$ cat src/rtl/axis_seq_pkg.sv
// Shared types and constants for the AXIS burst sequencer.
// State encoding, config field layout and synchroniser depth default.
package axis_seq_pkg;

  typedef enum logic [1:0] {
    ST_IDLE,
    ST_BURST,
    ST_GAP,
    ST_HOLD
  } state_t;

  localparam int CFG_FIELDS = 3;

  // Field slots inside the config word, LSB slot first.
  localparam int NB_FLD  = 0;
  localparam int GAP_FLD = 1;
  localparam int BL_FLD  = 2;

  localparam int SYNC_DEF = 2;

  function automatic int fld_lo(input int fld, input int w);
    return fld * w;
  endfunction

endpackage

$ cat src/rtl/cfg_serial_loader.sv
// Serial config front end: synchronises sclk/sdata/load into clk,
// shifts shadow MSB first on sclk rise, strobes load_stb on load rise.
module cfg_serial_loader
  import axis_seq_pkg::*;
#(
  parameter int CNT_W       = 32,
  parameter int SYNC_STAGES = SYNC_DEF
) (
  input  logic                        clk,
  input  logic                        reset,
  input  logic                        cfg_sclk,
  input  logic                        cfg_sdata,
  input  logic                        cfg_load,
  output logic [CFG_FIELDS*CNT_W-1:0] shadow,
  output logic                        load_stb
);

  localparam int CW = CFG_FIELDS * CNT_W;
  localparam int SM = SYNC_STAGES - 1;

  logic [SM:0] sclk_q;
  logic [SM:0] sdat_q;
  logic [SM:0] load_q;
  logic        sclk_d;
  logic        load_d;

  always_ff @(posedge clk or negedge reset) begin
    if (!reset) begin
      sclk_q <= '0;
      sdat_q <= '0;
      load_q <= '0;
      sclk_d <= 1'b0;
      load_d <= 1'b0;
      shadow <= '0;
    end else begin
      sclk_q <= {sclk_q[SM-1:0], cfg_sclk};
      sdat_q <= {sdat_q[SM-1:0], cfg_sdata};
      load_q <= {load_q[SM-1:0], cfg_load};
      sclk_d <= sclk_q[SM];
      load_d <= load_q[SM];
      // sdata has the same sync depth as sclk, so they stay aligned.
      if (sclk_q[SM] && !sclk_d)
        shadow <= {shadow[CW-2:0], sdat_q[SM]};
    end
  end

  assign load_stb = load_q[SM] & ~load_d;

endmodule

$ cat src/rtl/axis_burst_sequencer.sv
// Gates AXIS bursts from source to DAC: trigger starts num_bursts bursts
// of burst_len accepted beats separated by gap_len idle cycles.
// Ports: clk/reset, cfg_* serial config, trig_*, cont_mode, flush,
// s_axis_* source side, m_axis_* sink side, busy, done pulse.
module axis_burst_sequencer
  import axis_seq_pkg::*;
#(
  parameter int CNT_W       = 32,
  parameter int DATA_W      = 256,
  parameter int SYNC_STAGES = SYNC_DEF
) (
  input  logic              clk,
  input  logic              reset,
  input  logic              cfg_sclk,
  input  logic              cfg_sdata,
  input  logic              cfg_load,
  input  logic              trig_gpio,
  input  logic              trig_ext,
  input  logic              cont_mode,
  input  logic              flush,
  input  logic              s_axis_tvalid,
  output logic              s_axis_tready,
  input  logic [DATA_W-1:0] s_axis_tdata,
  input  logic              s_axis_tlast,
  output logic              m_axis_tvalid,
  input  logic              m_axis_tready,
  output logic [DATA_W-1:0] m_axis_tdata,
  output logic              busy,
  output logic              done
);

  localparam int CW = CFG_FIELDS * CNT_W;
  localparam int SM = SYNC_STAGES - 1;
  localparam logic [CNT_W-1:0] ONE = CNT_W'(1);

  logic [CW-1:0] shadow;
  logic [CW-1:0] active;
  logic          load_stb;
  logic          load_pending;

  logic [SM:0] tg_q;
  logic [SM:0] te_q;
  logic        trig_any;
  logic        trig_prev;
  logic        trig_rise;

  state_t           state, state_n;
  logic [CNT_W-1:0] beat_cnt, beat_n;
  logic [CNT_W-1:0] burst_cnt, burst_n;
  logic [CNT_W-1:0] gap_cnt, gap_n;
  logic             cont_q, cont_n;

  logic [CNT_W-1:0] burst_len, gap_len, num_bursts;
  logic [CNT_W-1:0] bl_eff, nb_eff;
  logic             open, beat;
  logic             unused_tlast;

  assign unused_tlast = s_axis_tlast;

  cfg_serial_loader #(
    .CNT_W       (CNT_W),
    .SYNC_STAGES (SYNC_STAGES)
  ) u_loader (
    .clk       (clk),
    .reset     (reset),
    .cfg_sclk  (cfg_sclk),
    .cfg_sdata (cfg_sdata),
    .cfg_load  (cfg_load),
    .shadow    (shadow),
    .load_stb  (load_stb)
  );

  assign burst_len  = active[fld_lo(BL_FLD, CNT_W)  +: CNT_W];
  assign gap_len    = active[fld_lo(GAP_FLD, CNT_W) +: CNT_W];
  assign num_bursts = active[fld_lo(NB_FLD, CNT_W)  +: CNT_W];
  assign bl_eff = (burst_len == '0)  ? ONE : burst_len;
  assign nb_eff = (num_bursts == '0) ? ONE : num_bursts;

  assign open          = (state == ST_BURST);
  assign beat          = s_axis_tvalid & m_axis_tready;
  assign s_axis_tready = open & m_axis_tready;
  assign m_axis_tvalid = open & s_axis_tvalid;
  assign m_axis_tdata  = flush ? '0 : s_axis_tdata;
  assign busy          = (state != ST_IDLE);
  assign trig_rise     = trig_any & ~trig_prev;

  function automatic logic [CNT_W-1:0] sat_inc(
    input logic [CNT_W-1:0] v
  );
    return (&v) ? v : v + ONE;
  endfunction

  // Extra flop after the OR gives the documented trigger latency.
  always_ff @(posedge clk or negedge reset) begin
    if (!reset) begin
      tg_q      <= '0;
      te_q      <= '0;
      trig_any  <= 1'b0;
      trig_prev <= 1'b0;
    end else begin
      tg_q      <= {tg_q[SM-1:0], trig_gpio};
      te_q      <= {te_q[SM-1:0], trig_ext};
      trig_any  <= tg_q[SM] | te_q[SM];
      trig_prev <= trig_any;
    end
  end

  // Active config only changes in IDLE; loads arriving mid-sequence wait.
  always_ff @(posedge clk or negedge reset) begin
    if (!reset) begin
      active       <= '0;
      load_pending <= 1'b0;
    end else if (state == ST_IDLE && (load_stb || load_pending)) begin
      active       <= shadow;
      load_pending <= 1'b0;
    end else if (load_stb) begin
      load_pending <= 1'b1;
    end
  end

  always_ff @(posedge clk or negedge reset) begin
    if (!reset) begin
      state     <= ST_IDLE;
      beat_cnt  <= '0;
      burst_cnt <= '0;
      gap_cnt   <= '0;
      cont_q    <= 1'b0;
      done      <= 1'b0;
    end else begin
      state     <= state_n;
      beat_cnt  <= beat_n;
      burst_cnt <= burst_n;
      gap_cnt   <= gap_n;
      cont_q    <= cont_n;
      done      <= (state_n == ST_HOLD) && (state != ST_HOLD);
    end
  end

  always_comb begin
    state_n = state;
    beat_n  = beat_cnt;
    burst_n = burst_cnt;
    gap_n   = gap_cnt;
    cont_n  = cont_q;
    unique case (state)
      ST_IDLE: begin
        if (trig_rise) begin
          state_n = ST_BURST;
          beat_n  = '0;
          burst_n = '0;
          cont_n  = cont_mode;
        end
      end
      ST_BURST: begin
        if (cont_q) begin
          if (beat)
            beat_n = sat_inc(beat_cnt);
          if (!trig_any)
            state_n = ST_HOLD;
        end else if (beat) begin
          if (beat_cnt >= bl_eff - ONE) begin
            if (burst_cnt < nb_eff - ONE) begin
              burst_n = sat_inc(burst_cnt);
              beat_n  = '0;
              gap_n   = '0;
              state_n = (gap_len == '0) ? ST_BURST : ST_GAP;
            end else begin
              state_n = ST_HOLD;
            end
          end else begin
            beat_n = sat_inc(beat_cnt);
          end
        end
      end
      ST_GAP: begin
        if (gap_cnt >= gap_len - ONE)
          state_n = ST_BURST;
        else
          gap_n = sat_inc(gap_cnt);
      end
      ST_HOLD: begin
        if (!trig_any)
          state_n = ST_IDLE;
      end
      default: state_n = ST_IDLE;
    endcase
  end

endmodule

$ cat config.mk
export PLATFORM = sky130hd
export DESIGN_NAME = axis_burst_sequencer
export DESIGN_NICKNAME = d
export VERILOG_FILES = /design/src/rtl/axis_seq_pkg.sv /design/src/rtl/cfg_serial_loader.sv /design/src/rtl/axis_burst_sequencer.sv
export SDC_FILE = /design/constraint.sdc
export NUM_CORES = 1
export LEC_CHECK = 0
export CAP_MARGIN = 20
export CELL_PAD_IN_SITES_DETAIL_PLACEMENT = 0
export CELL_PAD_IN_SITES_GLOBAL_PLACEMENT = 1
export CORE_AREA = 2 2 206 208
export CTS_CLUSTER_SIZE = 16
export DETAILED_ROUTE_END_ITERATION = 10
export DIE_AREA = 0 0 208 210
export DONT_BUFFER_PORTS = 1
export GPL_TIMING_DRIVEN = 0
export HOLD_SLACK_MARGIN = 0.03
export PLACE_DENSITY_LB_ADDON = 0.15
export SLEW_MARGIN = 5
export SYNTH_ARGS = -nofsm -noshare
export SYNTH_HDL_FRONTEND = slang
export SYNTH_HIERARCHICAL = 1
export SYNTH_SLANG_ARGS = --single-unit
export TNS_END_PERCENT = 10
$ cat constraint.sdc
create_clock -name clk -period 7.4 [get_ports clk]
set_input_delay 1.85 -clock clk [delete_from_list [all_inputs] [get_ports clk]]
set_output_delay 1.85 -clock clk [all_outputs]
set_load 0.03 [all_outputs]
==> results of run 1 <==
routing by layer:
layer,wire (um),vias to the layer above
met1,33800,7685
met2,33500,601
met4,3750,30
met3,10500,155
li1,-,6988
met5,197,-
timing repair:
| item | CTS | global route |
|---|---|---|
| hold buffers | 0 | 0 |
| endpoints found under the setup margin | 0 | 41 |
| resized for setup | 0 | 4 |
flip-flops by register name, summed over array words and instances (netlist names):
name,cells
active,96
u_loader/shadow,96
beat_cnt,32
burst_cnt,32
gap_cnt,32
state,2
te_q,2
tg_q,2
u_loader/load_q,2
u_loader/sclk_q,2
u_loader/sdat_q,2
cont_q,1
done,1
load_pending,1
trig_any,1
trig_prev,1
u_loader/load_d,1
u_loader/sclk_d,1
critical path: cells and delay by family (launching register included):
kind	cells	cell delay, ns
multiplexers	1	0.38
AND/OR/NAND/NOR	13	3.26
buffers and inverters	3	0.66
adder cells (fa/ha/maj)	2	0.54
XOR/XNOR	1	0.14
AO/OA/AOI/OAI	5	1.27
flip-flops	1	0.44
logic make-up after synthesis:
kind of cell	count (synthesis)
compound gates	279
xor+xnor	87
flops	307
mux	191
fa+ha+maj	101
buf+inv	124
simple gates	821
cells in the final DEF, fill, tap and decap left out, types with 59 or more instances in the layout:
master      n
nand3_1    59
nor2_1     81
clkbuf_1   74
nor2b_1   258
o21ai_0    99
xnor2_1    59
mux2_2    150
a21oi_1    92
dfrtp_1   307
or3_1      75
nand2_1    98
ha_1      101
report_power, final:
part	leakage (nW)	internal, mW	switching, mW
Clock	0.616	1.21	0.759
Sequential	4.19	1.80	0.140
Combinational	4.49	0.579	1.28
Total	9.30	3.59	2.18
worst paths after layout:
kind | start | slack (ns) | cells after the start | endpoint
setup / recovery | active[82] | 0.60 | 25 | burst_cnt[0]
hold / removal | u_loader/sclk_q[0] | 0.35 | 0 | u_loader/sclk_q[1]
setup reg to reg | active[82] | 0.60 | 25 | burst_cnt[0]
hold reg to reg | u_loader/sclk_q[0] | 0.35 | 0 | u_loader/sclk_q[1]
max in group asynchronous | reset | 5.70 | 0 | beat_cnt[3]
min in group asynchronous | reset | 1.00 | 0 | u_loader/shadow[13]
layout make-up:
cell class                 instances  area (um^2)
buffer                            96          497
multi-input combinational       1479        10800
antenna                           33         82.6
tap                              539          674
fill                            3827        20300
timing repair buffer               9         95.1
clock buffer                      46          970
inverter                          28          105
sequential                       307         7680
clock inverter                    19          317
==> results.ini, run 1 <==
[critical_path]
cp.required_ns = 7.85
cp_slowest_stage_delay_ns = 0.55
cp_max_fo = 10
endpoint_kind = flip-flop
slowest_stage = or3b_2
worst-setup-path-type = flip-flop to flip-flop
crit_top_cell = nor2_1
critical_path_arrival_ns = 7.25
crit_path_start_kind = flip-flop

[placement]
dp_cells = 2455
post-place-ws_ns = 0.435
placed_area_um2 = 19800
gp_congestion = 1.04
dpl.hpwl_mm = 66.9
port_buffers = 0

[final_layout]
finalInstanceArea_um2 = 21200
synthToLayoutAreaGrowth_pct = 11.4
drive_gt1_share_pct = 16.7
nNetsFinal = 2326
utilization_pct = 51.1
fin_cells = 2556

[job]
drv_cap = 0

[sta]
clock_skew_ns = 0.0253
rsz0062_at_grt = false
period_minus_slack_ns = 6.80
tns_ns = 0
fmax_ghz = 0.147
finalSetupViolCount = 0
relSlewSlack_pct = 13.0
slew_violations = 0
worst_slack_ns = 0.602
fin_crit_sh_pct = 91.9
hold_violations = 0
hold_slack_ns = 0.349
worst_pin_slew_ns = 1.30

[clock_network]
htree_levels = 2
cts.path.max_buffers = 3
clk_latency_ns = 0.56
path_clk_slew_ns = 0.07
cts-root-buf = clkbuf_16
post_cts_buffers = 0
cts_tree = yes
clock_sinks = 307
cts_buffers = 36

[routing]
ant_nets = 0
first_pass_iters = 5
routedWlPerCell_um = 32.0
drtIter0Drc = 1201
vias = 15500
drcViolationCount = 0
routed_wl_mm = 81.7
vias_per_cell = 6.05

[synthesis]
syn_area_um2 = 19000
synthMuxAreaShare_pct = 12.1
synth-xor-area-share_pct = 4.01
synth_compound_area_share_pct = 9.07
yosysMostFrequentCell = dfrtp_1
synth_common_cells = 307 x dfrtp_1, 268 x nor2b_1, 150 x mux2_2
synth_area_leaders = dfrtp_1 40%, mux2_2 8.9%, nor2b_1 8.8%, ha_1 6.6%, mux2_4 3.2%
syn_nets = 2279
ys.flop_type = dfrtp_1
yosys_warnings = 6
async_reset_ff_share_pct = 100
synth_cells = 1910
syn_avg_cell_area_um2 = 9.95
synth_top_family_by_area = simple AND/OR/NAND/NOR gates
synth_seq_cells = 307
synth_top_area_cell = dfrtp_1
synth_top_area_share_pct = 40.4
synth_edf_count = 0
ys_types = 73
yosys.area_share.simple_pct = 24.6
synth-seq-area-share_pct = 40.4
synth-adder-area-share_pct = 6.65

[die]
die_h_um = 210
core-area_um2 = 41500
rows = 75
start_util_pct = 45.8
io_pins = 528
die_w_um = 208
die_area_um2 = 43700

[global_route]
grt_pass1_vias = 14800
grtUsageMet3_pct = 20.7
grt_use_total_pct = 36.7
grt_pass1_wl_mm = 113
grt_max_degree = 308
overflow = 0
top_usage_layer = met2
grt_use_met1_pct = 46.9
antenna_found_initial = 62
use_met2_pct = 51.2

[power_and_ir_drop]
cellLeakagePower_nw = 9.30
p_per_area_nw_per_um2 = 273
ir_drop_mv = 0.241
p_total_mw = 5.78

[status]
status = completed

[min_path]
min_path_type = flip-flop to flip-flop

Note: power is estimated with default switching activity, not from simulation.
==> run 2: changes to the inputs <==
--- a/config.mk
+++ b/config.mk
@@ -7,2 +7,3 @@
 export LEC_CHECK = 0
+export ABC_AREA = 1
 export CAP_MARGIN = 20
@@ -10,6 +11,6 @@
 export CELL_PAD_IN_SITES_GLOBAL_PLACEMENT = 1
-export CORE_AREA = 2 2 206 208
+export CORE_ASPECT_RATIO = 2
+export CORE_UTILIZATION = 46
 export CTS_CLUSTER_SIZE = 16
 export DETAILED_ROUTE_END_ITERATION = 10
-export DIE_AREA = 0 0 208 210
 export DONT_BUFFER_PORTS = 1
==> constraint.sdc (replaced) <==
create_clock -name clk -period 7.16 [get_ports clk]
set_input_delay 1.432 -clock clk [delete_from_list [all_inputs] [get_ports clk]]
set_output_delay 1.432 -clock clk [all_outputs]
set_load 0.03 [all_outputs]
==> run 2 against run 1 <==
Worst setup slack improved by 0.75 ns. Combinational power grew 12%. Synthesized area rose by 12%. Core utilization shrank 0.54 points. Sequential share of layout area fell by 3.0 points. Hold slack better by 0.0066 ns. Clock-buffer cell count fell by 6. Fmax increased by 17%. Highest routed layer unchanged.
==> results.ini, run 2 <==
[status]
status = completed

[routing]
first_pass_iters = 9  ; +4
routedWlPerCell_um = 27.7  ; -13%
drcViolationCount = 0  ; unchanged
top_layer = met5
routed_wl_mm = 103  ; +27%
ant_nets = 0  ; unchanged
wl_met3_mm = 13.3  ; +27%
met2_length_mm = 49.1  ; +47%
drtIter0Drc = 1834  ; +53%
vias_per_cell = 5.74  ; -5.2%
wl_met1_mm = 31.1  ; -7.9%
vias = 21500  ; +39%

[critical_path]
reg2reg_from = active[73]
worst-setup-path-type = flip-flop to flip-flop
cp.required_ns = 7.65  ; -0.20 ns
crit_top_cell = nand2_1
path_delay_family = simple AND/OR/NAND/NOR gates
rrSetupSlack_ns = 1.36  ; +0.75 ns
rr_endpoint = burst_cnt[18]
r2r_cells = 30  ; +20%
endpoint_kind = flip-flop
cp_max_fo = 10  ; unchanged
critical_path_arrival_ns = 6.29  ; -0.96 ns
critPathBufInv = 5  ; +2
cp_slowest_stage_delay_ns = 0.51  ; -0.04 ns
crit_path_start_kind = flip-flop
slowest_stage = nor4_1

[synthesis]
synth_top_area_cell = dfrtp_1
syn_avg_cell_area_um2 = 6.89  ; -31%
yosysMostFrequentCell = nand2_1
synth-seq-area-share_pct = 36.1  ; -4.3 points
ys.flop_type = dfrtp_1
synth_top_area_share_pct = 36.1  ; -4.3 points
syn_area_um2 = 21300  ; +12%
synth_common_cells = 838 x nand2_1, 481 x nor2_1, 419 x inv_1
yosys_warnings = 6  ; unchanged
ys_types = 51  ; -30%
synth_seq_cells = 307  ; unchanged
synth_cells = 3085  ; +62%
async_reset_ff_share_pct = 100  ; unchanged
synth_edf_count = 0  ; unchanged
synth_area_leaders = dfrtp_1 36%, nand2_1 15%, nor2_1 8.5%, inv_1 7.4%, ha_1 5.9%
syn_nets = 3454  ; +52%

[clock_network]
cts-root-buf = clkbuf_16
htree_levels = 1  ; -1
cts_tree = yes
cts_hold_buf = 0  ; unchanged
post_cts_buffers = 0  ; unchanged
path_clk_slew_ns = 0.08  ; about the same
cts_buffers = 29  ; -19%
cts.path.max_buffers = 3  ; unchanged
clock_sinks = 307  ; unchanged
clk_latency_ns = 0.60  ; +0.04 ns
cts_resized = 0  ; unchanged

[global_route]
grt_use_total_pct = 43.7  ; +7.0 points
antenna_found_initial = 39  ; -37%
grt_pass1_vias = 20900  ; +41%
overflow = 0  ; unchanged
grt_max_degree = 308  ; unchanged
grt_pass1_wl_mm = 144  ; +27%

[placement]
post-place-ws_ns = 1.49  ; +1.06 ns
placed_area_um2 = 22000  ; +11%
gp_congestion = 1.15  ; +9.8%
dpl.hpwl_mm = 86.7  ; +30%
port_buffers = 0  ; unchanged

[sta]
hold_violations = 0  ; unchanged
period_minus_slack_ns = 5.80  ; -0.993 ns
fin_crit_sh_pct = 81.1  ; -11 points
fmax_ghz = 0.172  ; +17%
tns_ns = 0  ; unchanged
clock_skew_ns = 0.0171  ; -0.00821 ns
worst_pin_slew_ns = 1.30  ; -0.000326 ns
worst_slack_ns = 1.36  ; +0.753 ns
finalSetupViolCount = 0  ; unchanged
relSlewSlack_pct = 12.9  ; -0.12 points
slew_violations = 0  ; unchanged
rsz0062_at_grt = false

[final_layout]
fillers = 4575  ; +20%
nNetsFinal = 3491  ; +50%
layout_common_cells = 838 x nand2_1, 480 x nor2_1, 419 x inv_1, 307 x dfrtp_1, 211 x nand3_1
drive_gt1_share_pct = 5.63  ; -11 points
finalInstanceArea_um2 = 23100  ; +9.0%
synthToLayoutAreaGrowth_pct = 8.58
top_regs = active: 96 flops, u_loader/shadow: 96 flops
ff_latch_area_um2 = 7680  ; unchanged
utilization_pct = 50.5  ; -0.54 points
final_common_cell = nand2_1
multi_input_area_um2 = 11300  ; +5.0%

[min_path]
min_from = te_q[0]
hold_depth = 0  ; unchanged
whs_endpoint = te_q[1]
min_path_type = flip-flop to flip-flop

[die]
start_util_pct = 46.5  ; +0.71 points
die_w_um = 154  ; -26%
die_h_um = 306  ; +46%
die_area_um2 = 47200  ; +7.9%
io_pins = 528  ; unchanged
core-area_um2 = 45700  ; +10%
rows = 111  ; +48%

[power_and_ir_drop]
p_total_mw = 5.60  ; -3.1%
cellLeakagePower_nw = 12.3  ; +32%
p_per_area_nw_per_um2 = 242  ; -11%
ir_drop_mv = 0.168  ; -31%

[job]
drv_cap = 0  ; unchanged

[run 2: cell count changes after synthesis, sizes merged, moves of 28 or more]
cell	delta
nand2	+751
or3	-75
o21ai	-44
nor3	+35
nor2b	-269
inv	+413
mux2	-190
nand3	+156
nand3b	+28
xor2	+76
nor2	+414
a21oi	-43
or4	-29
buf	+29
[run 2: layout make-up]
| class | instances | area share [%] |
|---|---|---|
| flip-flops and latches | 307 | 33.3 |
| repair buffers | 6 | 0.293 |
| inverters | 444 | 7.22 |
| diodes | 31 | 0.336 |
| clock buffers | 40 | 3.54 |
| plain buffers | 125 | 2.72 |
| well taps | 565 | 3.06 |
| clock inverters | 14 | 0.650 |
| multi-input cells | 2209 | 48.9 |
[run 2: power breakdown]
group / total [mW] / internal, mW / switching (mW)
sequential: 1.89 / 1.81 / 0.0743
clock: 1.62 / 0.879 / 0.737
combinational: 2.09 / 0.532 / 1.56
[run 2: how the worst max path moves through the flow]
| stage | startpoint | endpoint | slack [ns] | cells after the start |
|---|---|---|---|---|
| after detailed placement | active[73] | burst_cnt[18] | 1.49 | 30 |
| after floorplan | active[85] | gap_cnt[21] | 3.01 | 28 |
| after global placement | active[73] | burst_cnt[20] | 1.50 | 30 |
| final | active[73] | burst_cnt[18] | 1.36 | 30 |
| after global routing | active[73] | burst_cnt[11] | 1.04 | 27 |
| after CTS | active[73] | burst_cnt[27] | 1.46 | 30 |
[run 2: routing by layer]
layer	up-vias	track usage [%]
met5	-	0.847
met2	1252	72.5
met4	16	36.6
met1	10100	40.9
met3	362	19.7
li1	9722	-
[run 2: cells by family after synthesis]
family	synth area share, %
compound gates	4.91
xor+xnor	6.88
fa+ha+maj	5.94
buf+inv	10.8
flops	36.1
simple gates	35.4
[run 2: metrics by stage]
stage	std cells	hold slack [ns]
2_1_floorplan	3085	0.331
3_3_place_gp	3650	0.340
3_5_place_dp	3655	0.338
4_1_cts	3709	0.356
5_1_grt	3735	0.357
6_report	3741	0.355
[run 2: worst register-to-register path: cells and delay by family (launching register included)]
family | cells | cell delay, ns
adder cells (fa/ha/maj) | 2 | 0.46
flip-flops | 1 | 0.45
AND/OR/NAND/NOR | 21 | 3.78
AO/OA/AOI/OAI | 1 | 0.15
buffers and inverters | 5 | 0.66
XOR/XNOR | 1 | 0.21
==> run 3: changes to the inputs <==
CORE_UTILIZATION = 41   (was 46)
clock period = 5.2 ns   (was 7.16 ns; I/O delays follow)
==> run 3 against run 2 <==
Critical path depth is 1 lower. Global-route usage is 5.2 points lower. Clock skew is 0.019 ns higher. Non-clock buffer count is 23 higher. Sequential cell count stayed put. Total power is 47% higher. Clock-buffer cell count is 1 lower. Via count is 2.9% lower. Clock power is 51% higher. Wire length is 1.2% lower. Hold slack worse by 0.24 ns.
==> results.ini, run 3 (synthesized netlist as in run 2, its figures left out) <==
[sta]
clock_skew_ns = 0.0356  ; +0.0185 ns
worst_slack_ns = 0.176  ; -1.18 ns
hold_violations = 0  ; unchanged
worst_pin_slew_ns = 1.28  ; -0.0234 ns
tns_ns = 0  ; unchanged
rsz0062_at_grt = true
fmax_ghz = 0.199  ; +16%
period_minus_slack_ns = 5.02  ; -0.781 ns
fin_crit_sh_pct = 96.6  ; +16 points
hold_slack_ns = 0.111  ; -0.245 ns
relSlewSlack_pct = 14.5  ; +1.6 points
finalSetupViolCount = 0  ; unchanged
slew_violations = 0  ; unchanged

[final_layout]
ff_latch_area_um2 = 7690  ; about the same
fin_cells = 3838  ; +2.6%
multi_input_area_um2 = 11400  ; +1.3%
top_regs = active: 96 flops, u_loader/shadow: 96 flops
layout_common_cells = 835 x nand2_1, 475 x nor2_1, 419 x inv_1, 304 x dfrtp_1, 210 x nand3_1
utilization_pct = 46.4  ; -4.2 points
fillers = 5416  ; +18%
synthToLayoutAreaGrowth_pct = 11.4
drive_gt1_share_pct = 7.20  ; +1.6 points
nNetsFinal = 3515  ; +0.69%
finalInstanceArea_um2 = 23700  ; +2.6%
final_common_cell = nand2_1

[routing]
first_pass_iters = 5  ; -4
routedWlPerCell_um = 26.6  ; -3.7%
vias = 20800  ; -2.9%
drtIter0Drc = 1804  ; -1.6%
drcViolationCount = 0  ; unchanged
routed_wl_mm = 102  ; -1.2%
ant_nets = 0  ; unchanged
vias_per_cell = 5.43  ; -5.3%

[placement]
dpl.hpwl_mm = 87.0  ; +0.31%
gp_congestion = 1.12  ; -2.2%
port_buffers = 0  ; unchanged
post-place-ws_ns = -0.741  ; -2.23 ns
dp_cells = 3751  ; +2.6%
placed_area_um2 = 22200  ; +0.89%

[clock_network]
cts-root-buf = clkbuf_16
cts_buffers = 30  ; +3.4%
cts.path.max_buffers = 3  ; unchanged
path_clk_slew_ns = 0.07  ; about the same
cts_hold_buf = 0  ; unchanged
cts_tree = yes
clk_latency_ns = 0.62  ; +0.02 ns
clock_sinks = 307  ; unchanged
htree_levels = 1  ; unchanged

[die]
core-area_um2 = 51100  ; +12%
io_pins = 528  ; unchanged
die_w_um = 163  ; +5.8%
die_area_um2 = 52800  ; +12%
die_h_um = 324  ; +5.9%
start_util_pct = 41.6  ; -4.9 points
rows = 117  ; +5.4%

[job]
drv_cap = 0  ; unchanged

[critical_path]
crit_top_cell = nand2_1
crit_path_start_kind = flip-flop
cp.required_ns = 5.73  ; -1.92 ns
cp_slowest_stage_delay_ns = 0.42  ; -0.09 ns
worst-setup-path-type = flip-flop to flip-flop
cp_max_fo = 10  ; unchanged
slowest_stage = dfrtp_1
critical_path_arrival_ns = 5.56  ; -0.73 ns
endpoint_kind = flip-flop

[global_route]
grt_use_total_pct = 38.5  ; -5.2 points
overflow = 0  ; unchanged
grt_max_degree = 308  ; unchanged
antenna_found_initial = 27  ; -31%
grt_pass1_vias = 20800  ; -0.66%
grt_pass1_wl_mm = 142  ; -1.7%

[power_and_ir_drop]
p_per_area_nw_per_um2 = 346  ; +43%
ir_drop_mv = 0.414  ; +150%
cellLeakagePower_nw = 12.5  ; +2.0%
p_total_mw = 8.20  ; +47%

[min_path]
min_path_type = primary input to asynchronous set/reset pin

[status]
status = completed

[run 3: cell type report]
cell class / count / share of cell area [%]
diodes: 16 / 0.169
plain buffers: 125 / 2.70
clock buffers: 39 / 3.48
clock inverters: 15 / 1.10
inverters: 444 / 7.04
multi-input cells: 2209 / 48.3
flip-flops and latches: 307 / 32.5
well taps: 654 / 3.45
repair buffers: 29 / 1.27
[run 3: worst paths after layout]
| path | start | to | slack [ns] | cells after the start |
|---|---|---|---|---|
| max in group asynchronous | reset | u_loader/sclk_q[1] | 4.20 | 0 |
| worst max-delay path | active[89] | beat_cnt[30] | 0.18 | 29 |
| worst max register to register | active[89] | beat_cnt[30] | 0.18 | 29 |
| min in group clk | u_loader/sclk_q[0] | u_loader/sclk_q[1] | 0.35 | 0 |
| worst min-delay path | reset | gap_cnt[13] | 0.11 | 0 |
| worst min register to register | u_loader/sclk_q[0] | u_loader/sclk_q[1] | 0.35 | 0 |
[run 3: where the power goes]
group          total, mW  switching (mW)  internal [mW]
logic               3.15            2.31          0.838
clock network       2.45            1.03           1.42
registers           2.60           0.102           2.50
[run 3: per-layer routing]
metal | global-route usage [%] | vias to the layer above | part of all wire [%]
met5 | 0 | - | 0.089
met4 | 29.1 | 12 | 9.0
met3 | 18.2 | 292 | 13
met2 | 64.8 | 978 | 48
met1 | 35.9 | 9812 | 31
li1 | - | 9750 | -
[run 3: critical path, delay by kind of cell, from the launching register on]
family | cells | cell delay, ns
buf+inv | 6 | 0.81
fa+ha+maj | 2 | 0.45
flops | 1 | 0.42
simple gates | 16 | 2.34
xor+xnor | 1 | 0.19
compound gates | 4 | 0.71
[run 3: what timing repair did]
| item | 4_1_cts | 5_1_grt |
|---|---|---|
| resized for setup | 25 | 14 |
| pin swaps | 13 | 12 |
| buffers inserted | 7 | 4 |
| setup endpoints to repair | 99 | 98 |
